## config.mk

```make
export PLATFORM = sky130hd
export DESIGN_NAME = uart_rx_cmd_frontend
export DESIGN_NICKNAME = d
export VERILOG_FILES = /design/src/rtl/uart_pkg.sv /design/src/rtl/uart_rx_phy.sv /design/src/rtl/uart_rx_cmd_frontend.sv
export SDC_FILE = /design/constraint.sdc
export NUM_CORES = 1
export LEC_CHECK = 0
export BUFFER_PORTS_ARGS = -buffer_cell sky130_fd_sc_hd__buf_4
export CORE_ASPECT_RATIO = 0.7
export CORE_MARGIN = 8
export CORE_UTILIZATION = 35
export DETAILED_ROUTE_END_ITERATION = 6
export PLACE_DENSITY = 0.57
export SLEW_MARGIN = 30
export SYNTH_ARGS = -nofsm -noshare
export SYNTH_HDL_FRONTEND = slang
export SYNTH_SLANG_ARGS = --single-unit
```

## constraint.sdc

```tcl
create_clock -name CLK_I -period 8.7 [get_ports CLK_I]
set_input_delay 0.435 -clock CLK_I [delete_from_list [all_inputs] [get_ports CLK_I]]
set_output_delay 0.435 -clock CLK_I [all_outputs]
set_load 0.01 [all_outputs]
```

## src/rtl/uart_pkg.sv

```systemverilog
`default_nettype none
// ============================================================================
// uart_pkg : shared types and constants for the debug-UART receive path
// Rev 1.0
// ============================================================================
package uart_pkg;

  localparam logic [7:0] ESC_BYTE = 8'hB1;

  typedef struct packed {
    logic       cmd;
    logic [7:0] data;
  } rx_entry_t;

  typedef enum logic [2:0] {
    PHY_IDLE      = 3'd0,
    PHY_START     = 3'd1,
    PHY_BITS      = 3'd2,
    PHY_PARITY    = 3'd3,
    PHY_STOP      = 3'd4,
    PHY_WAIT_IDLE = 3'd5
  } rx_phy_state_e;

  typedef enum logic [0:0] {
    S_DATA = 1'b0,
    S_ESC  = 1'b1
  } esc_state_e;

endpackage
`default_nettype wire

```

## src/rtl/uart_rx_phy.sv

```systemverilog
`default_nettype none
// ============================================================================
// uart_rx_phy : RXD synchronizer + 8N1 bit FSM (8E1 when UART_RX_PARITY_EN)
// Rev 1.0
// ============================================================================
module uart_rx_phy
  import uart_pkg::*;
#(
  parameter int CLKS_PER_BIT = 868
) (
  input  logic       CLK_I,
  input  logic       RST_NI,
  input  logic       RXD_I,
  output logic       byte_valid,
  output logic [7:0] rx_byte,
  output logic       frame_err,
  output logic       parity_err
);

  localparam logic [15:0] C_HALF_TICK = 16'(CLKS_PER_BIT / 2 - 1);
  localparam logic [15:0] C_FULL_TICK = 16'(CLKS_PER_BIT - 1);
`ifdef UART_RX_PARITY_EN
  localparam rx_phy_state_e C_AFTER_BITS = PHY_PARITY;
`else
  localparam rx_phy_state_e C_AFTER_BITS = PHY_STOP;
`endif

  logic [1:0]    r_sync;
  logic          r_rxd_prev;
  logic          w_rxd;
  rx_phy_state_e r_state;
  rx_phy_state_e w_state_nxt;
  logic [15:0]   r_cnt;
  logic [2:0]    r_bit_idx;
  logic [7:0]    r_shift;
  logic          w_tick_half;
  logic          w_tick_full;
  logic          w_byte_valid;
  logic          w_frame_err;
  logic          w_parity_err;
  logic          w_par_ok;

  assign w_rxd       = r_sync[1];
  assign w_tick_half = (r_cnt == C_HALF_TICK);
  assign w_tick_full = (r_cnt == C_FULL_TICK);

  // Flops reset to the idle level so release from reset never looks like a start edge
  always_ff @(posedge CLK_I or negedge RST_NI) begin
    if (!RST_NI) begin
      r_sync     <= 2'b11;
      r_rxd_prev <= 1'b1;
    end else begin
      r_sync     <= {r_sync[0], RXD_I};
      r_rxd_prev <= w_rxd;
    end
  end

  always_ff @(posedge CLK_I or negedge RST_NI) begin
    if (!RST_NI) r_state <= PHY_IDLE;
    else         r_state <= w_state_nxt;
  end

  always_comb begin
    w_state_nxt = r_state;
    case (r_state)
      PHY_IDLE:      if (r_rxd_prev && !w_rxd) w_state_nxt = PHY_START;
      PHY_START:     if (w_tick_half) w_state_nxt = w_rxd ? PHY_IDLE : PHY_BITS;
      PHY_BITS:      if (w_tick_full && (r_bit_idx == 3'd7)) w_state_nxt = C_AFTER_BITS;
      PHY_PARITY:    if (w_tick_full) w_state_nxt = PHY_STOP;
      PHY_STOP:      if (w_tick_full) w_state_nxt = w_rxd ? PHY_IDLE : PHY_WAIT_IDLE;
      PHY_WAIT_IDLE: if (w_rxd) w_state_nxt = PHY_IDLE;
      default:       w_state_nxt = PHY_IDLE;
    endcase
  end

  always_comb begin
    w_byte_valid = 1'b0;
    w_frame_err  = 1'b0;
    if ((r_state == PHY_STOP) && w_tick_full) begin
      w_byte_valid = w_rxd & w_par_ok;
      w_frame_err  = ~w_rxd;
    end
  end

`ifdef UART_RX_PARITY_EN
  logic r_par_bad;

  // Even parity: data bits XOR parity bit must be zero
  assign w_parity_err = (r_state == PHY_PARITY) && w_tick_full && (^{r_shift, w_rxd});
  assign w_par_ok     = ~r_par_bad;

  always_ff @(posedge CLK_I or negedge RST_NI) begin
    if (!RST_NI)                                     r_par_bad <= 1'b0;
    else if ((r_state == PHY_PARITY) && w_tick_full) r_par_bad <= ^{r_shift, w_rxd};
  end
`else
  assign w_parity_err = 1'b0;
  assign w_par_ok     = 1'b1;
`endif

  // Counter restarts on every state change and on every full-bit tick
  always_ff @(posedge CLK_I or negedge RST_NI) begin
    if (!RST_NI) begin
      r_cnt     <= '0;
      r_bit_idx <= '0;
      r_shift   <= '0;
    end else begin
      if ((r_state != w_state_nxt) || w_tick_full) r_cnt <= '0;
      else                                         r_cnt <= r_cnt + 16'd1;
      if (r_state == PHY_START) begin
        r_bit_idx <= 3'd0;
      end else if ((r_state == PHY_BITS) && w_tick_full) begin
        r_shift   <= {w_rxd, r_shift[7:1]};
        r_bit_idx <= r_bit_idx + 3'd1;
      end
    end
  end

  always_ff @(posedge CLK_I or negedge RST_NI) begin
    if (!RST_NI) begin
      byte_valid <= 1'b0;
      rx_byte    <= '0;
      frame_err  <= 1'b0;
      parity_err <= 1'b0;
    end else begin
      byte_valid <= w_byte_valid;
      frame_err  <= w_frame_err;
      parity_err <= w_parity_err;
      if (w_byte_valid) rx_byte <= r_shift;
    end
  end

endmodule
`default_nettype wire

```

## src/rtl/uart_rx_cmd_frontend.sv

```systemverilog
`default_nettype none
// ============================================================================
// uart_rx_cmd_frontend : UART RX, escape-framing decode and FWFT command FIFO
// Parity option: UART_RX_PARITY_EN. Rev 1.0
// ============================================================================
module uart_rx_cmd_frontend
  import uart_pkg::*;
#(
  parameter int CLKS_PER_BIT = 868,
  parameter int FIFO_DEPTH   = 16
) (
  input  logic                            CLK_I,
  input  logic                            RST_NI,
  input  logic                            RXD_I,
  input  logic                            READ_I,
  output logic [7:0]                      DATA_REC_O,
  output logic                            CMD_REC_O,
  output logic                            RX_EMPTY_O,
  output logic [$clog2(FIFO_DEPTH+1)-1:0] FILL_O,
  output logic                            FRAME_ERROR_O,
  output logic                            OVERFLOW_O,
  output logic                            PARITY_ERROR_O
);

  localparam int C_PTR_W  = $clog2(FIFO_DEPTH);
  localparam int C_FILL_W = $clog2(FIFO_DEPTH + 1);

  logic         w_byte_valid;
  logic [7:0]   w_rx_byte;
  logic         w_frame_err;
  logic         w_parity_err;

  esc_state_e   r_esc_state;
  esc_state_e   w_esc_nxt;
  logic         w_push;
  rx_entry_t    w_push_entry;

  rx_entry_t            r_mem [FIFO_DEPTH];
  logic [C_PTR_W-1:0]   r_wr_ptr;
  logic [C_PTR_W-1:0]   r_rd_ptr;
  logic [C_FILL_W-1:0]  r_fill;
  logic                 r_overflow;
  logic                 w_empty;
  logic                 w_full;
  logic                 w_pop;
  logic                 w_wr_en;
  logic                 w_ovf;
  logic [C_PTR_W-1:0]   w_head_idx;

  uart_rx_phy #(
    .CLKS_PER_BIT(CLKS_PER_BIT)
  ) u_phy (
    .CLK_I     (CLK_I),
    .RST_NI    (RST_NI),
    .RXD_I     (RXD_I),
    .byte_valid(w_byte_valid),
    .rx_byte   (w_rx_byte),
    .frame_err (w_frame_err),
    .parity_err(w_parity_err)
  );

  always_ff @(posedge CLK_I or negedge RST_NI) begin
    if (!RST_NI) r_esc_state <= S_DATA;
    else         r_esc_state <= w_esc_nxt;
  end

  // A corrupted frame cancels a pending escape
  always_comb begin
    w_esc_nxt = r_esc_state;
    if (w_frame_err || w_parity_err) begin
      w_esc_nxt = S_DATA;
    end else if (w_byte_valid) begin
      case (r_esc_state)
        S_DATA:  if (w_rx_byte == ESC_BYTE) w_esc_nxt = S_ESC;
        S_ESC:   w_esc_nxt = S_DATA;
        default: w_esc_nxt = S_DATA;
      endcase
    end
  end

  always_comb begin
    w_push       = 1'b0;
    w_push_entry = '0;
    if (w_byte_valid) begin
      case (r_esc_state)
        S_DATA: begin
          w_push            = (w_rx_byte != ESC_BYTE);
          w_push_entry.data = w_rx_byte;
        end
        S_ESC: begin
          w_push            = 1'b1;
          w_push_entry.cmd  = (w_rx_byte != ESC_BYTE);
          w_push_entry.data = w_rx_byte;
        end
        default: w_push = 1'b0;
      endcase
    end
  end

  assign w_empty = (r_fill == '0);
  assign w_full  = (r_fill == C_FILL_W'(FIFO_DEPTH));
  assign w_pop   = READ_I && !w_empty;
  assign w_wr_en = w_push && (!w_full || w_pop);
  assign w_ovf   = w_push && w_full && !w_pop;

  always_ff @(posedge CLK_I or negedge RST_NI) begin
    if (!RST_NI) begin
      for (int i = 0; i < FIFO_DEPTH; i++) r_mem[i] <= '0;
    end else if (w_wr_en) begin
      r_mem[r_wr_ptr] <= w_push_entry;
    end
  end

  always_ff @(posedge CLK_I or negedge RST_NI) begin
    if (!RST_NI) begin
      r_wr_ptr   <= '0;
      r_rd_ptr   <= '0;
      r_fill     <= '0;
      r_overflow <= 1'b0;
    end else begin
      r_overflow <= w_ovf;
      if (w_wr_en) r_wr_ptr <= r_wr_ptr + C_PTR_W'(1);
      if (w_pop)   r_rd_ptr <= r_rd_ptr + C_PTR_W'(1);
      case ({w_wr_en, w_pop})
        2'b10:   r_fill <= r_fill + C_FILL_W'(1);
        2'b01:   r_fill <= r_fill - C_FILL_W'(1);
        default: r_fill <= r_fill;
      endcase
    end
  end

  // When empty, the slot just behind the read pointer still holds the last popped entry
  assign w_head_idx = w_empty ? (r_rd_ptr - C_PTR_W'(1)) : r_rd_ptr;

  assign DATA_REC_O     = r_mem[w_head_idx].data;
  assign CMD_REC_O      = r_mem[w_head_idx].cmd;
  assign RX_EMPTY_O     = w_empty;
  assign FILL_O         = r_fill;
  assign FRAME_ERROR_O  = w_frame_err;
  assign OVERFLOW_O     = r_overflow;
  assign PARITY_ERROR_O = w_parity_err;

endmodule
`default_nettype wire
```

==> impl_metrics.ini, run 1 <==
[status]
run_status = complete, no violations

[drt]
drt-initial-drc-count = 557
detail_route.vias_per_cell = 5.59
detail_route.wirelength_um = 27400
first_pass_iters = 5
remaining_drc_errors = 0
drtAntennaViolNets = 0
num_vias = 7259
wl_per_cell_um = 21.1

[worst_setup_path]
cp.arrival_ns = 4.63
worstReg2RegStart = FILL_O[4]
setup.worst_path.end_class = output port
timing.setup.critical_path_class = reg2out
worst_setup_path_start_kind = flip-flop
setup.reg_to_reg.worst_slack_ns = 4.90
required_ns = 8.27
cp_max_fo = 44
crit_start = r_rd_ptr[1]

[synth]
post_synthesis_instance_area_um2 = 11000
yosys_warnings = 0
synth_top_cells_by_count = dfrtp_1 (199), mux2_2 (165), nor2_1 (67)
synth_seq_area_share = 0.458
share_of_the_synthesized_area_in_the_top_cell_type = 0.451
top_ff_cell_synth = dfrtp_1
syn-num-nets = 886
syn-mean-instance-area_um2 = 12.7
synth_async_sr_flop_share = 1.00
area_leader_netlist = dfrtp_1
synth_seq_cells = 202
edff_count_synth = 0
yosys-top-cells-area = dfrtp_1 (45%), mux2_2 (17%), mux4_2 (10%), nor2_1 (2.3%), mux2i_1 (1.7%)
post-synth-top-count-cell = dfrtp_1
synth.lib_cells_used.distinct = 68
synthesis.instances = 868

[sta]
holdWs_ns = 0.238
fin_crit_share = 0.582
timing.final.crit_period_ns = 5.06
timing_worst_slew_pin_value_ns = 1.03
setup-tns-final_ns = 0
drv_slew = 0
slew-limit-headroom = 0.314
max_freq_mhz = 198
final-setup-viol-count = 0
setup_repair_after_global_routing_missed_its_margin = no
final_hold_viol_count = 0
fin_skew_ns = 0.0140

[pwr]
power.density_cell_area_nw_per_um2 = 252
power_spent_charging_and_discharging_nets_mw = 1.13
vdd_drop_max_uv = 209
p_seq_frac = 0.349
share_comb_of_total_power = 0.327
internal_power_mw = 1.99
cellLeakagePower_nw = 5.66
clk_pwr_share = 0.324
power.share.switching = 0.363

[place]
finalWeightedCongestion = 0.862
detailed_place_hpwl_um = 17600
port_buffers = 20

[die]
boundaryPins = 22
core-area_um2 = 31100
start_util = 0.355
floorplan.die_area_um2 = 37600
floorplan.die.width_um = 228
die_h_um = 165
fp-row-count = 54

[global_route]
pin_count_of_the_biggest_net_entering_global_routing = 73
first_global_vias = 7147
globalRoute.totalOverflow = 0
groute.usage.overall = 0.146
grt_pass1_wl_um = 43700
number_of_antenna_violations_at_the_first_check_in_global_routing = 0

[final_layout]
area_growth_pct = 12.1
area.sequential_um2 = 5060
num-nets-final = 880
layout.filler_cells = 2980
drive_gt1_frac = 0.374
num_antenna_cells = 0
multi_input_area_um2 = 5660

[hold_path]
hold_path_class = in2reg
worstHoldStart = READ_I

[clock_tree]
h-tree-depth = 1
tritoncts = yes
cts_buffers = 23
post_cts.resized_instances = 0
path_clk_slew_ns = 0.06
insertion_delay_ns = 0.53
holdBufCountCts = 2
clock_tree.buffer_depth = 3
cts_num_sinks = 202
clockRootBuffer = clkbuf_16
postCtsSetupRepairBufs = 0

[job]
max_cap_viol_count = 0
## per-stage QoR
stage / utilization / power [mW] / worst slack (ns) / instances / instance area (µm²)
after global placement: 0.372 / 2.11 / 4.16 / 1255 / 11500
final: 0.398 / 3.12 / 3.64 / 1298 / 12400
after detailed placement: 0.372 / 2.12 / 4.21 / 1255 / 11500
after floorplan: - / 1.78 / 5.33 / 868 / 11000
after CTS: 0.398 / 3.15 / 3.62 / 1298 / 12400
after global routing: 0.398 / 3.28 / 3.20 / 1298 / 12400
## power by group through the flow
stage / clock network (mW) / registers [mW] / logic, mW
after floorplan: 0 / 1.04 / 0.735
after global placement: 0 / 1.10 / 1.01
after detailed placement: 0 / 1.10 / 1.02
after CTS: 1.04 / 1.09 / 1.02
after global routing: 1.08 / 1.10 / 1.10
final: 1.01 / 1.09 / 1.02
## flip-flops by register name (all words and copies together) (netlist names), 4 cells and up
| register | count |
|---|---|
| FILL_O | 5 |
| r_mem | 144 |
| r_rd_ptr | 4 |
| r_wr_ptr | 4 |
| u_phy.r_cnt | 16 |
| u_phy.r_shift | 8 |
| u_phy.rx_byte | 8 |
## per-layer routing
layer	global-route usage	routed length, µm	vias to the layer above
met2	0.206	11500	190
met3	0.0340	1520	33
met1	0.221	13900	3787
li1	-	-	3249
met4	0.0346	510	0
met5	0	0	-
## critical path: stages, from the launching register on
cell       delay (ns)
dfrtp_2          0.34
buf_4            0.61
inv_1            0.42
ha_2             0.44
buf_4            0.55
nor2_1           0.35
a22oi_1          0.23
mux2i_1          0.09
a2111oi_0        0.69
nor4_1           0.16
buf_4            0.20
## final cells by class
| cell class | count | area share |
|---|---|---|
| clock buffers | 32 | 0.0541 |
| clock inverters | 9 | 0.00981 |
| inverters | 16 | 0.00485 |
| multi-input cells | 585 | 0.458 |
| flip-flops and latches | 202 | 0.409 |
| well taps | 420 | 0.0425 |
| repair buffers | 34 | 0.0218 |
## logic make-up (layout without fill, tap and decap cells)
group,count (synthesis),in the layout,share of synthesized area
mux,249,249,0.303
flops,202,202,0.458
simple gates,189,189,0.0982
compound gates,107,107,0.0738
buf+inv,81,91,0.0302
xor+xnor,25,25,0.0198
fa+ha+maj,14,14,0.0165
other cells,1,1,0.000340
## placed cells by master, fill, tap and decap left out, drive strengths merged, types with 5 or more instances in the layout
master,synthesis,routed
a2111oi,8,8
clkinv,0,6
xor2,7,7
ha,13,13
nor3,13,13
and2,9,9
clkbuf,32,33
a21oi,22,22
a22oi,17,17
and3,5,5
a2bb2oi,9,9
nand2,33,33
nand3,9,9
xnor2,18,18
nor2,67,67
mux2i,19,19
mux2,180,180
o21ba,7,7
nand4,18,18
a31oi,5,5
o211ai,9,9
o21ai,7,7
inv,16,17
mux4,50,50
nor4,14,14
buf,33,31
dfrtp,199,199
## path summary, 6_finish.rpt
path / cells after the start / to
setup / recovery: 10 / CMD_REC_O
hold / removal: 3 / r_rd_ptr[2]
setup reg to reg: 11 / FILL_O[4]
hold reg to reg: 0 / u_phy.r_sync[1]
max in group asynchronous: 4 / r_mem[4]
min in group asynchronous: 2 / u_phy.r_cnt[3]
No activity file was read; power rests on OpenSTA's default activity.
==> run 2, diff against run 1 <==
--- a/config.mk
+++ b/config.mk
@@ -5,12 +5,13 @@
 export SDC_FILE = /design/constraint.sdc
 export NUM_CORES = 1
 export LEC_CHECK = 0
+export ABC_AREA = 1
 export BUFFER_PORTS_ARGS = -buffer_cell sky130_fd_sc_hd__buf_4
 export CORE_ASPECT_RATIO = 0.7
 export CORE_MARGIN = 8
 export CORE_UTILIZATION = 35
 export DETAILED_ROUTE_END_ITERATION = 6
-export PLACE_DENSITY = 0.57
+export PLACE_DENSITY = 0.58
 export SLEW_MARGIN = 30
 export SYNTH_ARGS = -nofsm -noshare
 export SYNTH_HDL_FRONTEND = slang
==> constraint.sdc (replaced) <==
create_clock -name CLK_I -period 4.4 [get_ports CLK_I]
set_input_delay 0.22 -clock CLK_I [delete_from_list [all_inputs] [get_ports CLK_I]]
set_output_delay 0.22 -clock CLK_I [all_outputs]
set_load 0.01 [all_outputs]
==> run 2 against run 1 <==
  * Sequential power rose by 86%
  * Combinational power rose to 2.5 times the previous value
  * Hold slack got worse by 0.20 ns
  * Via count rose by 16%
  * Count of clock-buffer cells in the layout fell by 7
  * Synthesized cell count rose by 51%
  * Design area fell by 3.6%
  * Utilization fell by 1.1 points
==> impl_metrics.ini, run 2 <==
[status]
run_status = complete, no violations

[final_layout]
area.sequential_um2 = 5060
area_growth_pct = 10.2
num-nets-final = 1327
most-common-layout-cells = nand2_1 (370), dfrtp_1 (199), inv_1 (189)
multi_input_area_um2 = 4610
layout_commonest_cell = nand2_1
largest_regs = r_mem: 144 flops, u_phy.r_cnt: 16 flops
largest_register_ffs = 144
drive_gt1_frac = 0.144
top_register = r_mem
layout.filler_cells = 3236

[worst_setup_path]
timing.setup.critical_path_class = reg2out
required_ns = 4.18
slowest_delay_ns = 0.64
setup.worst_path.end_class = output port
crit_path_slowest_cell = o21ai_4
reg2regPathDepth = 14
crit_path_cell_trace = inv_1 -> ha_1 -> inv_1 -> o21ai_4 -> buf_4 -> nand3_1 -> nand3_1 -> nand3_1 -> nand2_1 -> buf_4
worst_setup_path_start_kind = flip-flop
cp.arrival_ns = 3.09
cpMostUsedCell = nand3_1
cp_max_fo = 27

[clock_tree]
cts_buffers = 22
holdBufCountCts = 2
clock_tree.buffer_depth = 3
postCtsSetupRepairBufs = 0
tritoncts = yes
cts_num_sinks = 202
insertion_delay_ns = 0.52
post_cts.resized_instances = 0
clockRootBuffer = clkbuf_16
path_clk_slew_ns = 0.07
h-tree-depth = 1

[place]
finalWeightedCongestion = 0.856
port_buffers = 20
detailed_place_hpwl_um = 18300
pre_cts_ws_ns = 1.65

[hold_path]
hold_critical_path_depth = 4
hold_path_class = in2reg

[synth]
syn-num-nets = 1329
yosys-top-cells-area = dfrtp_1 (46%), nand2_1 (13%), nand3_1 (7.0%), inv_1 (6.6%), o21ai_2 (4.9%)
post_synthesis_instance_area_um2 = 10800
post-synth-top-count-cell = nand2_1
syn-mean-instance-area_um2 = 8.25
top_ff_cell_synth = dfrtp_1
synth_seq_area_share = 0.467
synth_top_cells_by_count = nand2_1 (375), dfrtp_1 (199), inv_1 (189)
synth_async_sr_flop_share = 1.00
share_of_the_synthesized_area_in_the_top_cell_type = 0.460
synth_seq_cells = 202
synth.lib_cells_used.distinct = 46
yosys_warnings = 0
synthesis.instances = 1311
edff_count_synth = 0
area_leader_netlist = dfrtp_1

[drt]
detail_route.wirelength_um = 27900
remaining_drc_errors = 0
num_vias = 8395
drtAntennaViolNets = 0
wl_per_cell_um = 16.0
detail_route.vias_per_cell = 4.82
drt-initial-drc-count = 1052
first_pass_iters = 5

[die]
floorplan.die_area_um2 = 36900
die_h_um = 163
fp-row-count = 54
core-area_um2 = 30800
start_util = 0.351
floorplan.die.width_um = 226
boundaryPins = 22

[sta]
timing_worst_slew_pin_value_ns = 0.962
fin_crit_share = 0.753
drv_slew = 0
max_freq_mhz = 302
slew-limit-headroom = 0.357
final-setup-viol-count = 0
setup-tns-final_ns = 0
fin_skew_ns = 0.0183
setup_repair_after_global_routing_missed_its_margin = no
final_critical_path_setup_slack_ns = 1.09
timing.final.crit_period_ns = 3.31
final_hold_viol_count = 0

[pwr]
cellLeakagePower_nw = 5.38
vdd_drop_max_uv = 276
power.density_cell_area_nw_per_um2 = 549

[job]
max_cap_viol_count = 0

[global_route]
groute.usage.overall = 0.154
pin_count_of_the_biggest_net_entering_global_routing = 85
globalRoute.totalOverflow = 0
first_global_vias = 7781
number_of_antenna_violations_at_the_first_check_in_global_routing = 0
grt_pass1_wl_um = 45100
## run 2: changes by cell type after synthesis, moves of 50 or more
cell,before,now
mux2_2,165,0
nand3_1,9,152
o21ai_2,0,61
o21ai_0,6,96
nand2_1,21,375
mux4_2,50,0
inv_1,16,189
## run 2: logic make-up (layout without fill, tap and decap cells)
| group | count (synthesis) | count (layout) | share of synthesized area |
|---|---|---|---|
| AOI/OAI and AO/OA | 175 | 175 | 0.105 |
| and+or+nand+nor | 647 | 647 | 0.281 |
| xor gates and xnor gates | 23 | 23 | 0.0203 |
| adders and majority gates | 14 | 14 | 0.0169 |
| other | 1 | 2 | 0.000347 |
| buffers and inverters | 249 | 260 | 0.109 |
| DFF | 202 | 202 | 0.467 |
## run 2: metal layers
| layer | vias up | routed length, µm | track usage |
|---|---|---|---|
| met5 | - | 0 | 0 |
| met1 | 4021 | 14700 | 0.241 |
| met2 | 211 | 11100 | 0.214 |
| met4 | 0 | 375 | 0.0269 |
| met3 | 24 | 1700 | 0.0321 |
| li1 | 4139 | - | - |
## run 2: final cells by class
class / count / area share
Antenna cell: 1 / 0.000210
Clock buffer: 25 / 0.0497
Clock inverter: 12 / 0.0117
Inverter: 194 / 0.0618
Multi-Input combinational cell: 860 / 0.386
Sequential cell: 202 / 0.424
Tap cell: 420 / 0.0441
Timing Repair Buffer: 29 / 0.0219
## run 2: worst paths after layout
| kind | slack [ns] | startpoint | end |
|---|---|---|---|
| min | 0.04 | READ_I | OVERFLOW_O |
| max in group asynchronous | 3.02 | RST_NI | r_mem[138] |
| min in group asynchronous | 0.31 | RST_NI | u_phy.r_cnt[11] |
| min reg2reg | 0.36 | u_phy.r_sync[0] | u_phy.r_sync[1] |
| max | 1.09 | r_rd_ptr[0] | CMD_REC_O |
| max reg2reg | 1.77 | FILL_O[1] | FILL_O[4] |
## run 2: stage by stage
step                power, mW  hold slack [ns]  cell area (µm²)  std cells  utilization
finish                   6.55           0.0374            11900       1743        0.387
global route             6.96           0.0336            11900       1742        0.387
CTS                      6.56          0.00265            11900       1741        0.386
detailed placement       4.60            0.306            11100       1702        0.361
global placement         4.61            0.305            11100       1702        0.361
floorplan                3.88          -0.0756            10800       1311            -
## run 2: where the power goes
group          switching [mW]  internal (mW)
Sequential             0.0981           1.93
Clock                   0.780           1.14
Combinational            1.74          0.867
## run 2: critical path, delay by kind of cell (launching register included)
kind	cells	cell delay, ns
adders and majority gates	1	0.37
AOI/OAI and AO/OA	1	0.64
DFF	1	0.46
and+or+nand+nor	4	0.41
buffers and inverters	4	0.68
